**config.mk**
```make
export PLATFORM = sky130hd
export DESIGN_NAME = tl_rx_vc_ordering_buffer_flat
export DESIGN_NICKNAME = d
export VERILOG_FILES = /design/src/rtl/tl_rx_vc_ordering_buffer_if.sv /design/src/rtl/tl_rx_vc_ordering_buffer.sv /design/src/flat_wrapper.sv
export SDC_FILE = /design/constraint.sdc
export NUM_CORES = 1
export LEC_CHECK = 0
export BUFFER_PORTS_ARGS = -buffer_cell sky130_fd_sc_hd__buf_4
export CAP_MARGIN = 15
export CORE_ASPECT_RATIO = 0.75
export CORE_MARGIN = 4
export CORE_UTILIZATION = 59
export DETAILED_ROUTE_END_ITERATION = 16
export PLACE_DENSITY = 0.77
export SYNTH_ARGS = -nofsm -noshare
export SYNTH_HDL_FRONTEND = slang
export SYNTH_SLANG_ARGS = --single-unit
```
**constraint.sdc**
```tcl
create_clock -name i_clk -period 5.1 [get_ports i_clk]
set_input_delay 0.765 -clock i_clk [delete_from_list [all_inputs] [get_ports i_clk]]
set_output_delay 0.765 -clock i_clk [all_outputs]
set_load 0.02 [all_outputs]
```
**src/rtl/tl_rx_vc_ordering_buffer_if.sv**
```systemverilog
// Handshake bundle for the RX virtual-channel ordering buffer: arrival-order
// writes and head pops in, head type, occupancy and sticky errors out.
interface tl_rx_vc_ordering_buffer_if #(
    parameter int P_HDR_FIFO_DEPTH   = 8,
    parameter int NP_HDR_FIFO_DEPTH  = 4,
    parameter int CPL_HDR_FIFO_DEPTH = 4
);
    localparam int DEPTH = P_HDR_FIFO_DEPTH + NP_HDR_FIFO_DEPTH + CPL_HDR_FIFO_DEPTH;
    localparam int CW    = $clog2(DEPTH) + 1;
    localparam int PW    = $clog2(P_HDR_FIFO_DEPTH) + 1;
    localparam int NW    = $clog2(NP_HDR_FIFO_DEPTH) + 1;
    localparam int CPW   = $clog2(CPL_HDR_FIFO_DEPTH) + 1;

    logic           i_w_inc;
    logic [1:0]     i_w_buffer_type;
    logic           i_r_inc;
    logic           i_err_clr;
    logic [1:0]     o_r_buffer_type;
    logic           o_empty_flag;
    logic           o_full_flag;
    logic [CW-1:0]  o_count;
    logic [PW-1:0]  o_p_count;
    logic [NW-1:0]  o_np_count;
    logic [CPW-1:0] o_cpl_count;
    logic           o_ovf_err;
    logic           o_udf_err;

    modport master (
        output i_w_inc, i_w_buffer_type, i_r_inc, i_err_clr,
        input  o_r_buffer_type, o_empty_flag, o_full_flag, o_count,
               o_p_count, o_np_count, o_cpl_count, o_ovf_err, o_udf_err
    );

    modport slave (
        input  i_w_inc, i_w_buffer_type, i_r_inc, i_err_clr,
        output o_r_buffer_type, o_empty_flag, o_full_flag, o_count,
               o_p_count, o_np_count, o_cpl_count, o_ovf_err, o_udf_err
    );
endinterface

```
**src/rtl/tl_rx_vc_ordering_buffer.sv**
```systemverilog
// Arrival-order record of received TLP types (P/NP/CPL) with per-type
// occupancy limits, so headers can be released strictly in arrival order.
module tl_rx_vc_ordering_buffer #(
    parameter int P_HDR_FIFO_DEPTH   = 8,
    parameter int NP_HDR_FIFO_DEPTH  = 4,
    parameter int CPL_HDR_FIFO_DEPTH = 4
) (
    input logic                       i_clk,
    input logic                       i_n_rst,
    tl_rx_vc_ordering_buffer_if.slave bus
);
    localparam int DEPTH = P_HDR_FIFO_DEPTH + NP_HDR_FIFO_DEPTH + CPL_HDR_FIFO_DEPTH;
    localparam int AW    = $clog2(DEPTH);
    localparam int CW    = AW + 1;
    localparam int PW    = $clog2(P_HDR_FIFO_DEPTH) + 1;
    localparam int NW    = $clog2(NP_HDR_FIFO_DEPTH) + 1;
    localparam int CPW   = $clog2(CPL_HDR_FIFO_DEPTH) + 1;

    localparam logic [AW-1:0]  LAST_ADDR = AW'(DEPTH - 1);
    localparam logic [PW-1:0]  P_MAX     = PW'(P_HDR_FIFO_DEPTH);
    localparam logic [NW-1:0]  NP_MAX    = NW'(NP_HDR_FIFO_DEPTH);
    localparam logic [CPW-1:0] CPL_MAX   = CPW'(CPL_HDR_FIFO_DEPTH);

    typedef enum logic [1:0] {
        TLP_P    = 2'd0,
        TLP_NP   = 2'd1,
        TLP_CPL  = 2'd2,
        TLP_RSVD = 2'd3
    } tlp_type_e;

    logic [1:0]     mem_q [DEPTH];
    logic [1:0]     mem_d [DEPTH];
    logic [CW-1:0]  wptr_q, wptr_d;
    logic [CW-1:0]  rptr_q, rptr_d;
    logic [PW-1:0]  p_cnt_q, p_cnt_d;
    logic [NW-1:0]  np_cnt_q, np_cnt_d;
    logic [CPW-1:0] cpl_cnt_q, cpl_cnt_d;
    logic           ovf_q, ovf_d;
    logic           udf_q, udf_d;

    logic       empty;
    logic       full;
    logic [1:0] head_type;
    logic       type_room;
    logic       wr_ok;
    logic       rd_ok;

    // Non-power-of-two depth: wrap the address explicitly and flip the lap bit.
    function automatic logic [CW-1:0] ptr_inc(input logic [CW-1:0] p);
        if (p[AW-1:0] == LAST_ADDR) begin
            return {~p[CW-1], {AW{1'b0}}};
        end
        return p + CW'(1);
    endfunction

    assign empty     = (wptr_q == rptr_q);
    assign full      = (wptr_q[AW-1:0] == rptr_q[AW-1:0]) && (wptr_q[CW-1] != rptr_q[CW-1]);
    assign head_type = mem_q[rptr_q[AW-1:0]];

    always_comb begin
        type_room = 1'b0;
        case (bus.i_w_buffer_type)
            TLP_P:   type_room = (p_cnt_q < P_MAX);
            TLP_NP:  type_room = (np_cnt_q < NP_MAX);
            TLP_CPL: type_room = (cpl_cnt_q < CPL_MAX);
            default: type_room = 1'b0;
        endcase
    end

    assign wr_ok = bus.i_w_inc && !full && type_room;
    assign rd_ok = bus.i_r_inc && !empty;

    always_comb begin
        mem_d     = mem_q;
        wptr_d    = wptr_q;
        rptr_d    = rptr_q;
        p_cnt_d   = p_cnt_q;
        np_cnt_d  = np_cnt_q;
        cpl_cnt_d = cpl_cnt_q;

        if (wr_ok) begin
            mem_d[wptr_q[AW-1:0]] = bus.i_w_buffer_type;
            wptr_d                = ptr_inc(wptr_q);
            case (bus.i_w_buffer_type)
                TLP_P:   p_cnt_d   = p_cnt_d + PW'(1);
                TLP_NP:  np_cnt_d  = np_cnt_d + NW'(1);
                TLP_CPL: cpl_cnt_d = cpl_cnt_d + CPW'(1);
                default: ;
            endcase
        end

        if (rd_ok) begin
            rptr_d = ptr_inc(rptr_q);
            case (head_type)
                TLP_P:   p_cnt_d   = p_cnt_d - PW'(1);
                TLP_NP:  np_cnt_d  = np_cnt_d - NW'(1);
                TLP_CPL: cpl_cnt_d = cpl_cnt_d - CPW'(1);
                default: ;
            endcase
        end

        // A fresh error event outranks a same-cycle clear.
        ovf_d = ovf_q;
        if (bus.i_err_clr) ovf_d = 1'b0;
        if (bus.i_w_inc && !wr_ok) ovf_d = 1'b1;

        udf_d = udf_q;
        if (bus.i_err_clr) udf_d = 1'b0;
        if (bus.i_r_inc && empty) udf_d = 1'b1;
    end

    always_ff @(posedge i_clk or negedge i_n_rst) begin
        if (!i_n_rst) begin
            mem_q     <= '{default: '0};
            wptr_q    <= '0;
            rptr_q    <= '0;
            p_cnt_q   <= '0;
            np_cnt_q  <= '0;
            cpl_cnt_q <= '0;
            ovf_q     <= 1'b0;
            udf_q     <= 1'b0;
        end else begin
            mem_q     <= mem_d;
            wptr_q    <= wptr_d;
            rptr_q    <= rptr_d;
            p_cnt_q   <= p_cnt_d;
            np_cnt_q  <= np_cnt_d;
            cpl_cnt_q <= cpl_cnt_d;
            ovf_q     <= ovf_d;
            udf_q     <= udf_d;
        end
    end

    assign bus.o_r_buffer_type = empty ? 2'd0 : head_type;
    assign bus.o_empty_flag    = empty;
    assign bus.o_full_flag     = full;
    assign bus.o_count         = CW'(p_cnt_q) + CW'(np_cnt_q) + CW'(cpl_cnt_q);
    assign bus.o_p_count       = p_cnt_q;
    assign bus.o_np_count      = np_cnt_q;
    assign bus.o_cpl_count     = cpl_cnt_q;
    assign bus.o_ovf_err       = ovf_q;
    assign bus.o_udf_err       = udf_q;
endmodule

```
**src/flat_wrapper.sv**
```systemverilog
// flat-port wrapper written by rule: the top's interface ports become plain ports
module tl_rx_vc_ordering_buffer_flat 
#(
    parameter int P_HDR_FIFO_DEPTH   = 8,
    parameter int NP_HDR_FIFO_DEPTH  = 4,
    parameter int CPL_HDR_FIFO_DEPTH = 4
)
  (i_clk, i_n_rst, bus_i_w_inc, bus_i_w_buffer_type, bus_i_r_inc, bus_i_err_clr, bus_o_r_buffer_type, bus_o_empty_flag, bus_o_full_flag, bus_o_count, bus_o_p_count, bus_o_np_count, bus_o_cpl_count, bus_o_ovf_err, bus_o_udf_err);
  tl_rx_vc_ordering_buffer_if #(.P_HDR_FIFO_DEPTH(P_HDR_FIFO_DEPTH), .NP_HDR_FIFO_DEPTH(NP_HDR_FIFO_DEPTH), .CPL_HDR_FIFO_DEPTH(CPL_HDR_FIFO_DEPTH)) bus_i ();
  input logic i_clk;
  input logic i_n_rst;
  input wire logic [$bits(bus_i.i_w_inc)-1:0] bus_i_w_inc;
  input wire logic [$bits(bus_i.i_w_buffer_type)-1:0] bus_i_w_buffer_type;
  input wire logic [$bits(bus_i.i_r_inc)-1:0] bus_i_r_inc;
  input wire logic [$bits(bus_i.i_err_clr)-1:0] bus_i_err_clr;
  output wire logic [$bits(bus_i.o_r_buffer_type)-1:0] bus_o_r_buffer_type;
  output wire logic [$bits(bus_i.o_empty_flag)-1:0] bus_o_empty_flag;
  output wire logic [$bits(bus_i.o_full_flag)-1:0] bus_o_full_flag;
  output wire logic [$bits(bus_i.o_count)-1:0] bus_o_count;
  output wire logic [$bits(bus_i.o_p_count)-1:0] bus_o_p_count;
  output wire logic [$bits(bus_i.o_np_count)-1:0] bus_o_np_count;
  output wire logic [$bits(bus_i.o_cpl_count)-1:0] bus_o_cpl_count;
  output wire logic [$bits(bus_i.o_ovf_err)-1:0] bus_o_ovf_err;
  output wire logic [$bits(bus_i.o_udf_err)-1:0] bus_o_udf_err;
  assign bus_i.i_w_inc = bus_i_w_inc;
  assign bus_i.i_w_buffer_type = bus_i_w_buffer_type;
  assign bus_i.i_r_inc = bus_i_r_inc;
  assign bus_i.i_err_clr = bus_i_err_clr;
  assign bus_o_r_buffer_type = bus_i.o_r_buffer_type;
  assign bus_o_empty_flag = bus_i.o_empty_flag;
  assign bus_o_full_flag = bus_i.o_full_flag;
  assign bus_o_count = bus_i.o_count;
  assign bus_o_p_count = bus_i.o_p_count;
  assign bus_o_np_count = bus_i.o_np_count;
  assign bus_o_cpl_count = bus_i.o_cpl_count;
  assign bus_o_ovf_err = bus_i.o_ovf_err;
  assign bus_o_udf_err = bus_i.o_udf_err;
  tl_rx_vc_ordering_buffer #(.P_HDR_FIFO_DEPTH(P_HDR_FIFO_DEPTH), .NP_HDR_FIFO_DEPTH(NP_HDR_FIFO_DEPTH), .CPL_HDR_FIFO_DEPTH(CPL_HDR_FIFO_DEPTH)) u_core (.i_clk(i_clk), .i_n_rst(i_n_rst), .bus(bus_i));
endmodule
```
==> impl_metrics.yaml <==
yosys:
  ys.warnings.count: 0
  seq_area_frac_synth_pct: 44.3
  syn_inst: 260
  synth_seq_cells: 54
  ys_types: 38
  synth_nets: 285
  avgSynthCellArea_sq_um: 11.7
  syn_area_sq_um: 3050
final_layout:
  fin_nets: 307
  n_antenna_cell: 0
  multi_input_area_sq_um: 1580
  layout_common_cells: "54 x dfrtp_1, 35 x mux2_2, 27 x buf_4, 19 x nor2_1, 17 x xnor2_1"
  syn_to_final_growth_pct: 9.73
  seq_area_sq_um: 1350
  final_common_cell: "dfrtp_1"
  n_fill_cell: 377
  drive_above_1_share_pct: 27.3
  instances_no_fill: 342
timing:
  hold_viol_final: 0
  finalCritPeriodShare_pct: 66.2
  tightest_slew_ns: 0.742
  setup_tns_ns: 0
  clock_skew_ns: 0.00745
  slew_headroom_pct: 50.5
  slew_viol_final: 0
  grt_setup_unrepaired: "no"
  fin_crit_ns: 3.37
  setup_viol: 0
  max_freq_ghz: 0.296
clocking:
  clk-insertion-delay-late_ns: 0.30
  path_clk_slew_ns: 0.09
  cts_buffers: 5
  hold_buffers: 0
  postCtsSetupBuffers: 0
  cts_resized: 0
  cts_tree: "built"
  cts-root-buf: "clkbuf_8"
  clockBufferDepth: 2
  htree_levels: 2
  clock_sinks: 54
global_route:
  antenna_found_initial: 0
  grt_pass1_wl_um: 9630
  grtUsageMet3_pct: 3.77
  top_usage_layer: "met1"
  grt_use_met2_pct: 25.7
  first_global_vias: 1843
  grt_max_degree: 55
  grt_usage_pct: 19.2
  overflow: 0
  met1_usage_pct: 31.4
critical_path:
  critPathKind: "flip-flop to output pin"
  cp-end-kind: "output pin"
  cp_cell_sequence: "mux4_2 > mux2_2 > a22o_2 > nor2b_1 > buf_4"
  cp.required_ns: 4.34
  crit_fanout: 15
  cp.buffers_inverters: 1
  start_kind: "flip-flop"
  crit_slowest_cell: "dfrtp_1"
  arrival_ns: 2.61
  max_stage_delay_ns: 0.83
  path_delay_family: "multiplexers"
die:
  die_area_sq_um: 6390
  die_w_um: 91.0
  start_util_pct: 61.5
  dieHeight_um: 70.2
  num_rows: 22
  ioPinCount: 28
  core_area_sq_um: 4950
drt:
  first_iter_violations: 57
  viasPerCell: 5.73
  drc: 0
  wl_per_cell_um: 16.9
  vias: 1960
  antenna_left: 0
  wl_um: 5770
  first_pass_iters: 4
worst_hold_path:
  hold_path_class: "input pin to async pin"
power:
  max-vdd-ir-drop_v: 0.000539
  p_leak_nw: 1.55
  pwr_density_cell_nw_per_um2: 745
  total_power_mw: 2.49
flow_run:
  drv_cap: 0
status:
  outcome: "completed"
placement:
  io_buffer_count: 27
  dp_hpwl_um: 4360
  dp_cells: 335
  finalWeightedCongestion: 0.803
-- cells in the mapped netlist --
cell	number	area (sq um)
a21o_1	3	22.5
a221oi_1	2	17.5
a22o_1	1	8.76
a22o_2	1	10.0
a22oi_4	1	21.3
a311oi_1	1	8.76
and2_1	1	6.26
and3_1	1	6.26
buf_2	4	20.0
buf_6	1	11.3
clkbuf_1	7	26.3
dfrtp_1	54	1350
fa_1	4	80.1
ha_1	14	175
inv_1	16	60.1
mux2_2	35	394
mux2i_1	10	100
mux4_2	6	135
nand2_1	14	52.6
nand2b_1	7	43.8
nand3_1	5	25.0
nand3b_1	1	7.51
nand4_1	3	18.8
nor2_1	19	71.3
nor2b_1	3	18.8
nor3_1	6	30.0
nor3_2	1	10.0
nor3b_1	1	7.51
nor3b_4	1	18.8
o2111ai_1	1	8.76
o211a_1	1	10.0
o211ai_1	2	15.0
o21ai_0	5	25.0
o21ai_1	2	10.0
o21bai_1	2	15.0
o22ai_1	2	12.5
xnor2_1	17	149
xor2_1	5	43.8
-- worst reg2reg max path: stages, from the launching register on --
cell and delay [ns]:
dfrtp_1 0.83, mux4_2 0.59, mux2_2 0.31, a22oi_4 0.28, nor3b_4 0.38, o211ai_1 0.17
xor2_1 0.19
-- cell families after synthesis --
kind of cell	count (synthesis)	share of synthesized area, %
and+or+nand+nor	63	10.4
DFF	54	44.3
muxes	51	20.6
buffers and inverters	28	3.86
AOI/OAI and AO/OA	24	6.08
xor gates and xnor gates	22	6.32
adders and majority gates	18	8.37
-- power by group --
group / switching, mW / internal, mW
clock network: 0.126 / 0.0949
registers: 0.238 / 0.615
logic: 0.717 / 0.699
total: 1.08 / 1.41
-- flip-flops by register name, indices dropped and copies added (netlist names) --
register and flops:
u_core.bus.o_cpl_count 3, u_core.bus.o_np_count 3, u_core.bus.o_ovf_err 1, u_core.bus.o_p_count 4, u_core.bus.o_udf_err 1, u_core.mem_q 32, u_core.rptr_q 5, u_core.wptr_q 5
-- final timing paths --
check	from	endpoint	slack [ns]	cells after the start
worst max-delay path	u_core.rptr_q[0]	bus_o_r_buffer_type[0]	1.73	5
worst min-delay path	i_n_rst	u_core.bus.o_cpl_count[2]	0.48	1
worst max register to register	u_core.rptr_q[0]	u_core.bus.o_p_count[3]	2.24	6
worst min register to register	u_core.mem_q[21]	u_core.mem_q[21]	0.51	1
max in group asynchronous	i_n_rst	u_core.wptr_q[3]	4.17	1
min in group i_clk	u_core.mem_q[21]	u_core.mem_q[21]	0.51	1
-- metrics by stage --
step	worst slack (ns)	cell area, sq um	util (%)	hold slack [ns]
after global placement	2.08	3270	66.0	0.487
after detailed placement	2.05	3270	66.0	0.493
after CTS	1.71	3340	67.5	0.513
after global routing	1.56	3340	67.5	0.533
final	1.73	3340	67.5	0.482
after floorplan	2.35	3050	-	0.469
-- cell type report --
class | count | share of cell area (%)
well taps | 60 | 2.24
flip-flops and latches | 54 | 40.4
repair buffers | 27 | 6.06
clock buffers | 7 | 2.28
multi-input cells | 178 | 47.2
inverters | 16 | 1.80
-- metal layers --
| metal | wire length, um | vias up |
|---|---|---|
| met5 | 0 | - |
| met4 | 46 | 0 |
| met3 | 187 | 7 |
| met2 | 2420 | 34 |
| met1 | 3120 | 977 |
| li1 | - | 942 |
Note: power is estimated with default switching activity, not from simulation.
